===== src/rtl/ps2_key_tracker.sv =====
// PS/2 scancode tracker: pops FIFO bytes, decodes E0/F0 make/break, renders byte history as hex.
// Define KEY_HIST_PREFIX_FILTER_EN to keep E0/F0 prefix bytes out of the history.
module ps2_key_tracker #(
  parameter int unsigned HIST_DEPTH = 3,
  parameter int unsigned COUNT_W    = 8
) (
  input  logic                    clk,
  input  logic                    rst,
  input  logic [7:0]              data_i,
  input  logic                    ready_i,
  input  logic                    overflow_i,
  output logic                    nextdata_n_o,
  output logic [14*HIST_DEPTH-1:0] hex_o,
  output logic                    key_down_o,
  output logic [7:0]              key_code_o,
  output logic                    key_ext_o,
  output logic [COUNT_W-1:0]      press_count_o,
  output logic                    err_o
);

  localparam logic [1:0] StIdle = 2'd0;
  localparam logic [1:0] StPop  = 2'd1;
  localparam logic [1:0] StWait = 2'd2;

  localparam logic [7:0] PrefixExt = 8'hE0;
  localparam logic [7:0] PrefixBrk = 8'hF0;

  logic [1:0]                 state_q, state_d;
  logic [7:0]                 byte_q, byte_d;
  logic                       ndn_q, ndn_d;
  logic                       down_q, down_d;
  logic [7:0]                 code_q, code_d;
  logic                       ext_q, ext_d;
  logic [COUNT_W-1:0]         cnt_q, cnt_d;
  logic                       err_q, err_d;
  logic                       ext_pend_q, ext_pend_d;
  logic                       brk_pend_q, brk_pend_d;
  logic [HIST_DEPTH-1:0][7:0] hist_q, hist_d;
  logic [HIST_DEPTH-1:0]      valid_q, valid_d;
  logic                       is_code;
  logic                       shift;

  function automatic logic [6:0] hex_glyph(input logic [3:0] n);
    logic [6:0] g;
    case (n)
      4'h0: g = 7'h40;
      4'h1: g = 7'h79;
      4'h2: g = 7'h24;
      4'h3: g = 7'h30;
      4'h4: g = 7'h19;
      4'h5: g = 7'h12;
      4'h6: g = 7'h02;
      4'h7: g = 7'h78;
      4'h8: g = 7'h00;
      4'h9: g = 7'h10;
      4'hA: g = 7'h08;
      4'hB: g = 7'h03;
      4'hC: g = 7'h46;
      4'hD: g = 7'h21;
      4'hE: g = 7'h06;
      default: g = 7'h0E;
    endcase
    return g;
  endfunction

  assign is_code = (byte_q != PrefixExt) && (byte_q != PrefixBrk);

  always_comb begin
    state_d    = state_q;
    byte_d     = byte_q;
    ndn_d      = 1'b1;
    down_d     = down_q;
    code_d     = code_q;
    ext_d      = ext_q;
    cnt_d      = cnt_q;
    err_d      = err_q | overflow_i;
    ext_pend_d = ext_pend_q;
    brk_pend_d = brk_pend_q;
    hist_d     = hist_q;
    valid_d    = valid_q;
    shift      = 1'b0;

    unique case (state_q)
      StIdle: begin
        if (ready_i) begin
          byte_d  = data_i;
          state_d = StPop;
          ndn_d   = 1'b0;
        end
      end
      StPop: begin
        state_d = StWait;
        if (byte_q == PrefixExt) begin
          ext_pend_d = 1'b1;
        end else if (byte_q == PrefixBrk) begin
          brk_pend_d = 1'b1;
        end else begin
          if (brk_pend_q) begin
            // A break for a key other than the held one leaves key_down alone.
            if (byte_q == code_q) down_d = 1'b0;
          end else begin
            if (!down_q || (byte_q != code_q)) cnt_d = cnt_q + COUNT_W'(1);
            down_d = 1'b1;
            code_d = byte_q;
            ext_d  = ext_pend_q;
          end
          ext_pend_d = 1'b0;
          brk_pend_d = 1'b0;
        end
`ifdef KEY_HIST_PREFIX_FILTER_EN
        shift = is_code;
`else
        shift = 1'b1;
`endif
      end
      StWait: state_d = StIdle;
      default: state_d = StIdle;
    endcase

    if (shift) begin
      for (int i = int'(HIST_DEPTH) - 1; i > 0; i--) begin
        hist_d[i]  = hist_q[i-1];
        valid_d[i] = valid_q[i-1];
      end
      hist_d[0]  = byte_q;
      valid_d[0] = 1'b1;
    end
  end

  always_ff @(posedge clk or posedge rst) begin
    if (rst) begin
      state_q    <= StIdle;
      byte_q     <= 8'h00;
      ndn_q      <= 1'b1;
      down_q     <= 1'b0;
      code_q     <= 8'h00;
      ext_q      <= 1'b0;
      cnt_q      <= '0;
      err_q      <= 1'b0;
      ext_pend_q <= 1'b0;
      brk_pend_q <= 1'b0;
      hist_q     <= '0;
      valid_q    <= '0;
    end else begin
      state_q    <= state_d;
      byte_q     <= byte_d;
      ndn_q      <= ndn_d;
      down_q     <= down_d;
      code_q     <= code_d;
      ext_q      <= ext_d;
      cnt_q      <= cnt_d;
      err_q      <= err_d;
      ext_pend_q <= ext_pend_d;
      brk_pend_q <= brk_pend_d;
      hist_q     <= hist_d;
      valid_q    <= valid_d;
    end
  end

  // Slot s: low nibble on digit 2s, high nibble on digit 2s+1; unfilled slots blank.
  always_comb begin
    hex_o = '1;
    for (int s = 0; s < int'(HIST_DEPTH); s++) begin
      if (valid_q[s]) begin
        hex_o[14*s +: 7]     = hex_glyph(hist_q[s][3:0]);
        hex_o[14*s + 7 +: 7] = hex_glyph(hist_q[s][7:4]);
      end
    end
  end

  assign nextdata_n_o  = ndn_q;
  assign key_down_o    = down_q;
  assign key_code_o    = code_q;
  assign key_ext_o     = ext_q;
  assign press_count_o = cnt_q;
  assign err_o         = err_q;

endmodule


===== config.mk =====
export PLATFORM = sky130hd
export DESIGN_NAME = ps2_key_tracker
export DESIGN_NICKNAME = d
export VERILOG_FILES = /design/src/rtl/ps2_key_tracker.sv
export SDC_FILE = /design/constraint.sdc
export NUM_CORES = 1
export LEC_CHECK = 0
export CORE_AREA = 5 5 122 124
export CTS_BUF_LIST = sky130_fd_sc_hd__clkbuf_4 sky130_fd_sc_hd__clkbuf_8 sky130_fd_sc_hd__clkbuf_16
export DETAILED_ROUTE_END_ITERATION = 10
export DIE_AREA = 0 0 127 129
export GPL_TIMING_DRIVEN = 1
export PLACE_DENSITY_LB_ADDON = 0.15
export SLEW_MARGIN = 20
export SYNTH_ARGS = -nofsm -noshare
export SYNTH_HDL_FRONTEND = slang
export SYNTH_SLANG_ARGS = --single-unit

===== constraint.sdc =====
create_clock -name clk -period 3.1 [get_ports clk]
set_input_delay 0.465 -clock clk [delete_from_list [all_inputs] [get_ports clk]]
set_output_delay 0.465 -clock clk [all_outputs]
set_load 0.005 [all_outputs]

==> impl_metrics.env, run 1 <==
export IMPL_floorplan_io_pins=74
export IMPL_netlist_instances=460
export IMPL_wl_microns=9617
export IMPL_max_slew_violation_total_from_the_final_report=0
export IMPL_post_synth_num_cell_types=42
export IMPL_gp_congestion=0.7553
export IMPL_post_synth_fa_ha_maj_area_fraction=0.1153
export IMPL_worstPathArrival_ns=2.27
export IMPL_post_synth_cell_area_avg_sq_um=8.728
export IMPL_static_leakage_power_nw=2.153
export IMPL_seqPwrFrac=0.315
export IMPL_floorplan_initialDensity=0.2938
export IMPL_hp_class="in2async"
export IMPL_insertion_delay_ns=0.32
export IMPL_internal_power_mw=3.210
export IMPL_grt_pass1_wl_microns=16180
export IMPL_layout_filler_cells=1416
export IMPL_outcome="finished clean"
export IMPL_inst_count_dp=691
export IMPL_timing_max_slew_rel_slack=0.6399
export IMPL_routed_via_density=4.847
export IMPL_via_count=3427
export IMPL_fp_coreArea_sq_mm=0.01367
export IMPL_syn2layout_area_growth_pct=29.60
export IMPL_holdWs_ns=0.4719
export IMPL_tritoncts_buffer_count=9
export IMPL_synthMuxAreaShare=0.07167
export IMPL_cts_hold_buffers_added=0
export IMPL_number_of_synthesized_flops_with_an_enable_pin=0
export IMPL_grt_setup_unrepaired="no"
export IMPL_antenna_violating_nets_post_route=0
export IMPL_antenna_cells=0
export IMPL_timing_final_hold_violations=0
export IMPL_total_switching_power_mw=2.080
export IMPL_synth_compound_gate_area_share=0.1789
export IMPL_element_type_at_the_critical_path_start="flip-flop"
export IMPL_postCtsResizedCells=0
export IMPL_ratio_of_total_power_to_cell_area_mw_per_mm2=1017
export IMPL_groute_usage_overall=0.1194
export IMPL_final_setup_skew_ns=0.006885
export IMPL_drt_initial_drc_count=125
export IMPL_ys_flop_type="dfrtp_1"
export IMPL_globalRoute_totalOverflow=0
export IMPL_die_area_sq_mm=0.01638
export IMPL_clk_transition_reported_paths_ns=0.06
export IMPL_die_h_microns=129
export IMPL_hpwl_microns=7039
export IMPL_number_of_global_route_vias_before_repair=3296
export IMPL_cts_num_sinks=59
export IMPL_number_of_synthesized_register_bits=59
export IMPL_cts_max_path_buffers=2
export IMPL_maxCapViolCount=0
export IMPL_setup_viol=0
export IMPL_synth_net_count=509
export IMPL_p_sw_frac=0.3932
export IMPL_main_combinational_cell_family_by_area_after_synthesis="simple AND/OR/NAND/NOR gates"
export IMPL_synthArstFlopShare=1.000
export IMPL_grt_start_max_net_pins=31
export IMPL_seq_area_frac_synth=0.3680
export IMPL_crit_path_max_fanout=6
export IMPL_cts_tree="yes"
export IMPL_irDropWorstVdd_uv=383.7
export IMPL_mappedNetlistArea_sq_mm=0.004015
export IMPL_placementRows=43
export IMPL_drt_wirelength_per_cell_microns=13.60
export IMPL_cts_root_buffer_cell="clkbuf_16"
export IMPL_final_util=0.3808
export IMPL_final_instance_count_excl_fill=707
export IMPL_drc=0
export IMPL_worstSetupEndpointType="primary output"
export IMPL_detail_route_first_pass_iterations=4
export IMPL_clock_tree_htree_level_count=3
export IMPL_path_class="reg2out"
export IMPL_finalSetupTns_ns=0
export IMPL_min_period_over_period=0.8808
export IMPL_yosys_warnings=0
export IMPL_fraction_of_layout_instances_using_a_drive_strength_above_1=0.1025
export IMPL_min_period_ns=2.730
export IMPL_worst_slew_pin_slew_ns=0.5402
export IMPL_post_cts_buffers=0
export IMPL_nNetsFinal=571
export IMPL_xor_xnor_share_of_the_synthesized_area=0.02400
export IMPL_grt_antenna_before_repair=0
export IMPL_horizontal_die_dimension_microns=127
export IMPL_max_freq_ghz=0.3663
export IMPL_share_clk_of_total_power=0.177
export IMPL_combinationalPowerShare=0.508
export IMPL_cp_data_required_time_ns=2.63
export IMPL_design_power_total_mw=5.290
export IMPL_io_buffers=73
export IMPL_synthSimpleGateAreaFrac=0.1929
[logic make-up after synthesis]
| group | after synthesis |
|---|---|
| buffers and inverters | 52 |
| multiplexers | 25 |
| flip-flops | 59 |
| adder cells (fa/ha/maj) | 37 |
| XOR/XNOR | 11 |
| AO/OA/AOI/OAI | 109 |
| AND/OR/NAND/NOR | 167 |
[final timing paths]
kind	start	to	slack [ns]	cells after the start
max	hist_q[16]$_DFFE_PP0P_	hex_o[31]	0.37	6
min	rst	hist_q[9]$_DFFE_PP0P_	0.47	2
max reg2reg	byte_q[2]$_DFFE_PP0P_	key_code_o[0]$_DFFE_PP0P_	0.92	4
min reg2reg	err_o$_DFF_PP0_	err_o$_DFF_PP0_	0.48	1
max in group asynchronous	rst	nextdata_n_o$_DFF_PP1_	1.92	3
min in group clk	err_o$_DFF_PP0_	err_o$_DFF_PP0_	0.48	1
[power groups by stage]
stage | Combinational (mW) | Sequential, mW | Clock (mW)
after global placement | 2.71 | 1.67 | 0
after floorplan | 1.68 | 1.37 | 0
after global routing | 3.05 | 1.75 | 1.01
final | 2.69 | 1.67 | 0.937
after detailed placement | 2.74 | 1.68 | 0
after CTS | 2.75 | 1.67 | 0.969
[layer usage]
layer,up-vias,GRT usage,wire (microns)
li1,1729,-,-
met1,1618,0.1547,4559
met2,70,0.1958,4419
met3,10,0.02947,517
met4,0,0.03975,121
met5,-,0,0
[flip-flops by register name (all words and copies together), names as in the netlist]
| register | count |
|---|---|
| key_down_o | 1 |
| key_ext_o | 1 |
| err_o | 1 |
| key_code_o | 8 |
| valid_q | 3 |
| brk_pend_q | 1 |
| ext_pend_q | 1 |
| byte_q | 8 |
| hist_q | 24 |
| nextdata_n_o | 1 |
| state_q | 2 |
| press_count_o | 8 |
[synthesized netlist by cell type (2+ instances only)]
cell type	n	area (sq um)
mux2i_1	4	40.04
inv_1	22	82.58
o22ai_1	2	12.51
buf_2	2	10.01
nor2b_1	9	56.30
o21ai_0	34	170.2
a2111o_1	2	22.52
a21o_1	2	15.01
nand2b_1	9	56.30
a311oi_1	2	17.52
a2111oi_0	3	26.28
and3_1	2	12.51
clkbuf_1	27	101.4
nor2_1	15	56.30
or3_1	2	12.51
a211oi_1	3	22.52
nand3_1	14	70.07
a21oi_1	14	70.07
dfrtp_1	58	1451
ha_1	37	462.9
and2_1	4	25.02
nor3b_1	5	37.54
o21a_1	6	45.04
nor4_1	2	12.51
xor2_1	11	96.34
nand2_1	93	349.1
o311ai_0	5	43.79
o211ai_1	31	232.7
mux2_2	20	225.2
nand4_1	2	12.51
o221ai_1	2	17.52
or2_2	6	37.54
[placed cells by master (no fill, tap or decap), types with 3 or more instances in the layout]
cell type         n
a211oi_1          3
o211ai_1         31
dfrtp_1          58
o311ai_0          5
nand2b_1          9
o21ai_0          34
buf_4             8
a2111oi_0         3
nor2_1           15
xor2_1           11
and2_1            4
inv_1            21
nor3b_1           5
mux2i_1           4
ha_1             37
a21oi_1          14
or2_2             6
clkbuf_16         9
nor2b_1           9
nand3_1          14
o21a_1            6
clkdlybuf4s50_1  73
nand2_1          93
mux2_2           20
clkinvlp_4        3
[critical path: stages, from the launching register on]
cell and delay [ns]:
dfrtp_1 0.41, inv_1 0.13, ha_1 0.32, inv_1 0.04, mux4_2 0.43, nand2b_1 0.15
clkdlybuf4s50_1 0.46
[stage by stage]
stage               setup slack [ns]  cell area (sq um)
CTS                           0.3444               5204
global route                  0.2323               5204
floorplan                      1.180               4015
finish                        0.3696               5204
global placement              0.7323               4916
detailed placement            0.7040               4916
[cell type report]
class,count,area [sq um],share of cell area
inverter,22,82.58,0.01587
multi-input combinational,349,2340,0.4496
clock buffer,10,239.0,0.04592
timing repair buffer,81,790.8,0.1520
tap,180,225.2,0.04328
sequential,59,1478,0.2840
clock inverter,6,48.80,0.009377
Power figures use the tool's default switching activity.
==> inputs of run 2 (changes only) <==
PLACE_DENSITY_LB_ADDON = 0.05   (was 0.15)
clock period = 2.95 ns   (was 3.1 ns; I/O delays follow)
==> run 2 against run 1 <==
  * Sequential share of layout area shrank 0.095 points
  * Clock skew rose by 0.0017 ns
  * Critical path type unchanged
  * Highest routed layer unchanged
  * First-iteration DRC count rose by 22%
  * Critical path depth stayed put
  * Die area did not move
==> impl_metrics.env, run 2 (synthesis gave the netlist of run 1 again) <==
export IMPL_outcome="finished clean"
export IMPL_final_instance_count_excl_fill=707
export IMPL_fraction_of_layout_instances_using_a_drive_strength_above_1=0.1025
export IMPL_topRoutingLayerUsed="met4"
export IMPL_irDropWorstVdd_uv=332.5
export IMPL_drc=0
export IMPL_layout_filler_cells=1432
export IMPL_grt_antenna_before_repair=0
export IMPL_element_type_at_the_critical_path_start="flip-flop"
export IMPL_combinationalPowerShare=0.502
export IMPL_fp_coreArea_sq_mm=0.01367
export IMPL_total_switching_power_mw=2.164
export IMPL_max_ffs_per_register=24
export IMPL_insertion_delay_ns=0.33
export IMPL_hp_class="reg2reg"
export IMPL_floorplan_initialDensity=0.2938
export IMPL_globalRoute_totalOverflow=0
export IMPL_cts_num_sinks=59
export IMPL_grt_start_max_net_pins=32
export IMPL_cts_root_buffer_cell="clkbuf_16"
export IMPL_worstSetupEndpointType="primary output"
export IMPL_cts_tree="yes"
export IMPL_layout_area_seq_sq_mm=0.001478
export IMPL_largest_register="hist_q"
export IMPL_routed_via_density=4.768
export IMPL_internal_power_mw=3.457
export IMPL_antenna_violating_nets_post_route=0
export IMPL_inst_count_dp=692
export IMPL_grt_setup_unrepaired="no"
export IMPL_floorplan_io_pins=74
export IMPL_min_period_ns=2.707
export IMPL_path_class="reg2out"
export IMPL_horizontal_die_dimension_microns=127
export IMPL_cp_data_required_time_ns=2.51
export IMPL_share_clk_of_total_power=0.186
export IMPL_timing_max_slew_rel_slack=0.4996
export IMPL_cts_max_path_buffers=2
export IMPL_maxCapViolCount=0
export IMPL_post_cts_buffers=0
export IMPL_max_slew_violation_total_from_the_final_report=0
export IMPL_most_common_library_cell_in_the_layout_ignoring_fill_and_taps="nand2_1"
export IMPL_timing_rr_end="press_count_o[1]$_DFFE_PP0P_"
export IMPL_nNetsFinal=572
export IMPL_timing_final_hold_violations=0
export IMPL_ratio_of_total_power_to_cell_area_mw_per_mm2=1077
export IMPL_r2r_depth=5
export IMPL_area_of_combinational_cells_with_multiple_inputs_sq_mm=0.002340
export IMPL_number_of_global_route_vias_before_repair=3187
export IMPL_drt_wirelength_per_cell_microns=14.18
export IMPL_m1WireLength_microns=4919
export IMPL_hpwl_microns=7233
export IMPL_cts_hold_buffers_added=0
export IMPL_tritoncts_buffer_count=9
export IMPL_clock_tree_htree_level_count=3
export IMPL_via_count=3371
export IMPL_setup_viol=0
export IMPL_syn2layout_area_growth_pct=30.04
export IMPL_timing_rr_start="byte_q[2]$_DFFE_PP0P_"
export IMPL_max_freq_ghz=0.3694
export IMPL_met2WireLength_microns=4592
export IMPL_static_leakage_power_nw=2.172
export IMPL_timing_reg2reg_setup_slack_ns=0.92
export IMPL_finalSetupTns_ns=0
export IMPL_worst_slew_pin_slew_ns=0.7498
export IMPL_detail_route_first_pass_iterations=4
export IMPL_critPathLaunch="hist_q[17]$_DFFE_PP0P_"
export IMPL_design_power_total_mw=5.621
export IMPL_critPathCapture="hex_o[31]"
export IMPL_clk_transition_reported_paths_ns=0.06
export IMPL_min_period_over_period=0.9176
export IMPL_placementRows=43
export IMPL_gp_congestion=0.7430
export IMPL_seqPwrFrac=0.312
export IMPL_detailroute_wirelength_met3_microns=409
export IMPL_die_area_sq_mm=0.01638
export IMPL_dpl_cell_area_sq_mm=0.004923
export IMPL_wl_microns=10020
export IMPL_postCtsResizedCells=0
export IMPL_p_sw_frac=0.3850
export IMPL_die_h_microns=129
export IMPL_final_setup_skew_ns=0.008596
export IMPL_groute_usage_overall=0.1266
export IMPL_io_buffers=73
export IMPL_antenna_cells=0
export IMPL_stdcell_area_sq_mm=0.005221
export IMPL_grt_pass1_wl_microns=16840
export IMPL_most_common_layout_cells="nand2_1, clkdlybuf4s50_1, dfrtp_1"
export IMPL_worstPathArrival_ns=2.26
export IMPL_crit_path_max_fanout=6
export IMPL_drt_initial_drc_count=153
[run 2: metrics by stage]
stage                     hold WS [ns]  setup slack, ns  utilization
after floorplan                 0.4561            1.053            -
after global placement          0.4538           0.6294       0.3603
after detailed placement        0.4594           0.5705       0.3603
after CTS                       0.4745           0.2201       0.3821
after global routing            0.5194           0.1058       0.3821
final                           0.4656           0.2430       0.3821
[run 2: worst max-delay path: stages, from the launching register on]
cell and delay, ns:
dfrtp_1 0.43, inv_1 0.13, ha_1 0.32, inv_1 0.04, mux4_2 0.43, nand2b_1 0.15, clkdlybuf4s50_1 0.45
[run 2: power groups by stage]
| stage | Sequential [mW] | Clock, mW | Combinational (mW) |
|---|---|---|---|
| 3_5_place_dp | 1.78 | 0 | 2.88 |
| 4_1_cts | 1.77 | 1.07 | 2.89 |
| 6_report | 1.75 | 1.05 | 2.82 |
| 2_1_floorplan | 1.43 | 0 | 1.76 |
| 5_1_grt | 1.86 | 1.11 | 3.17 |
| 3_3_place_gp | 1.77 | 0 | 2.88 |
[run 2: final cells by class]
type | count | share of cell area
Multi-Input combinational cell | 349 | 0.4481
Sequential cell | 59 | 0.2830
Timing Repair Buffer | 82 | 0.1529
Clock buffer | 11 | 0.04721
Tap cell | 180 | 0.04313
Inverter | 22 | 0.01582
Clock inverter | 4 | 0.009825
[run 2: how the worst min path moves through the flow]
stage,cells past startpoint,slack [ns],to,startpoint
floorplan,2,0.46,brk_pend_q$_DFFE_PP0P_,brk_pend_q$_DFFE_PP0P_
global placement,1,0.45,err_o$_DFF_PP0_,err_o$_DFF_PP0_
detailed placement,1,0.46,err_o$_DFF_PP0_,err_o$_DFF_PP0_
CTS,1,0.47,err_o$_DFF_PP0_,err_o$_DFF_PP0_
global route,1,0.52,err_o$_DFF_PP0_,err_o$_DFF_PP0_
finish,1,0.47,err_o$_DFF_PP0_,err_o$_DFF_PP0_
[run 2: layer usage]
layer,GRT usage,up-vias
met5,0,-
met4,0.03596,0
met3,0.02947,9
met2,0.1955,64
met1,0.1776,1567
li1,-,1731
==> inputs of run 3 (changes only) <==
CTS_CLUSTER_SIZE = 20   (was not set)
==> results of run 3 <==
Final layout, timing and power as in run 2 (identical DEF).
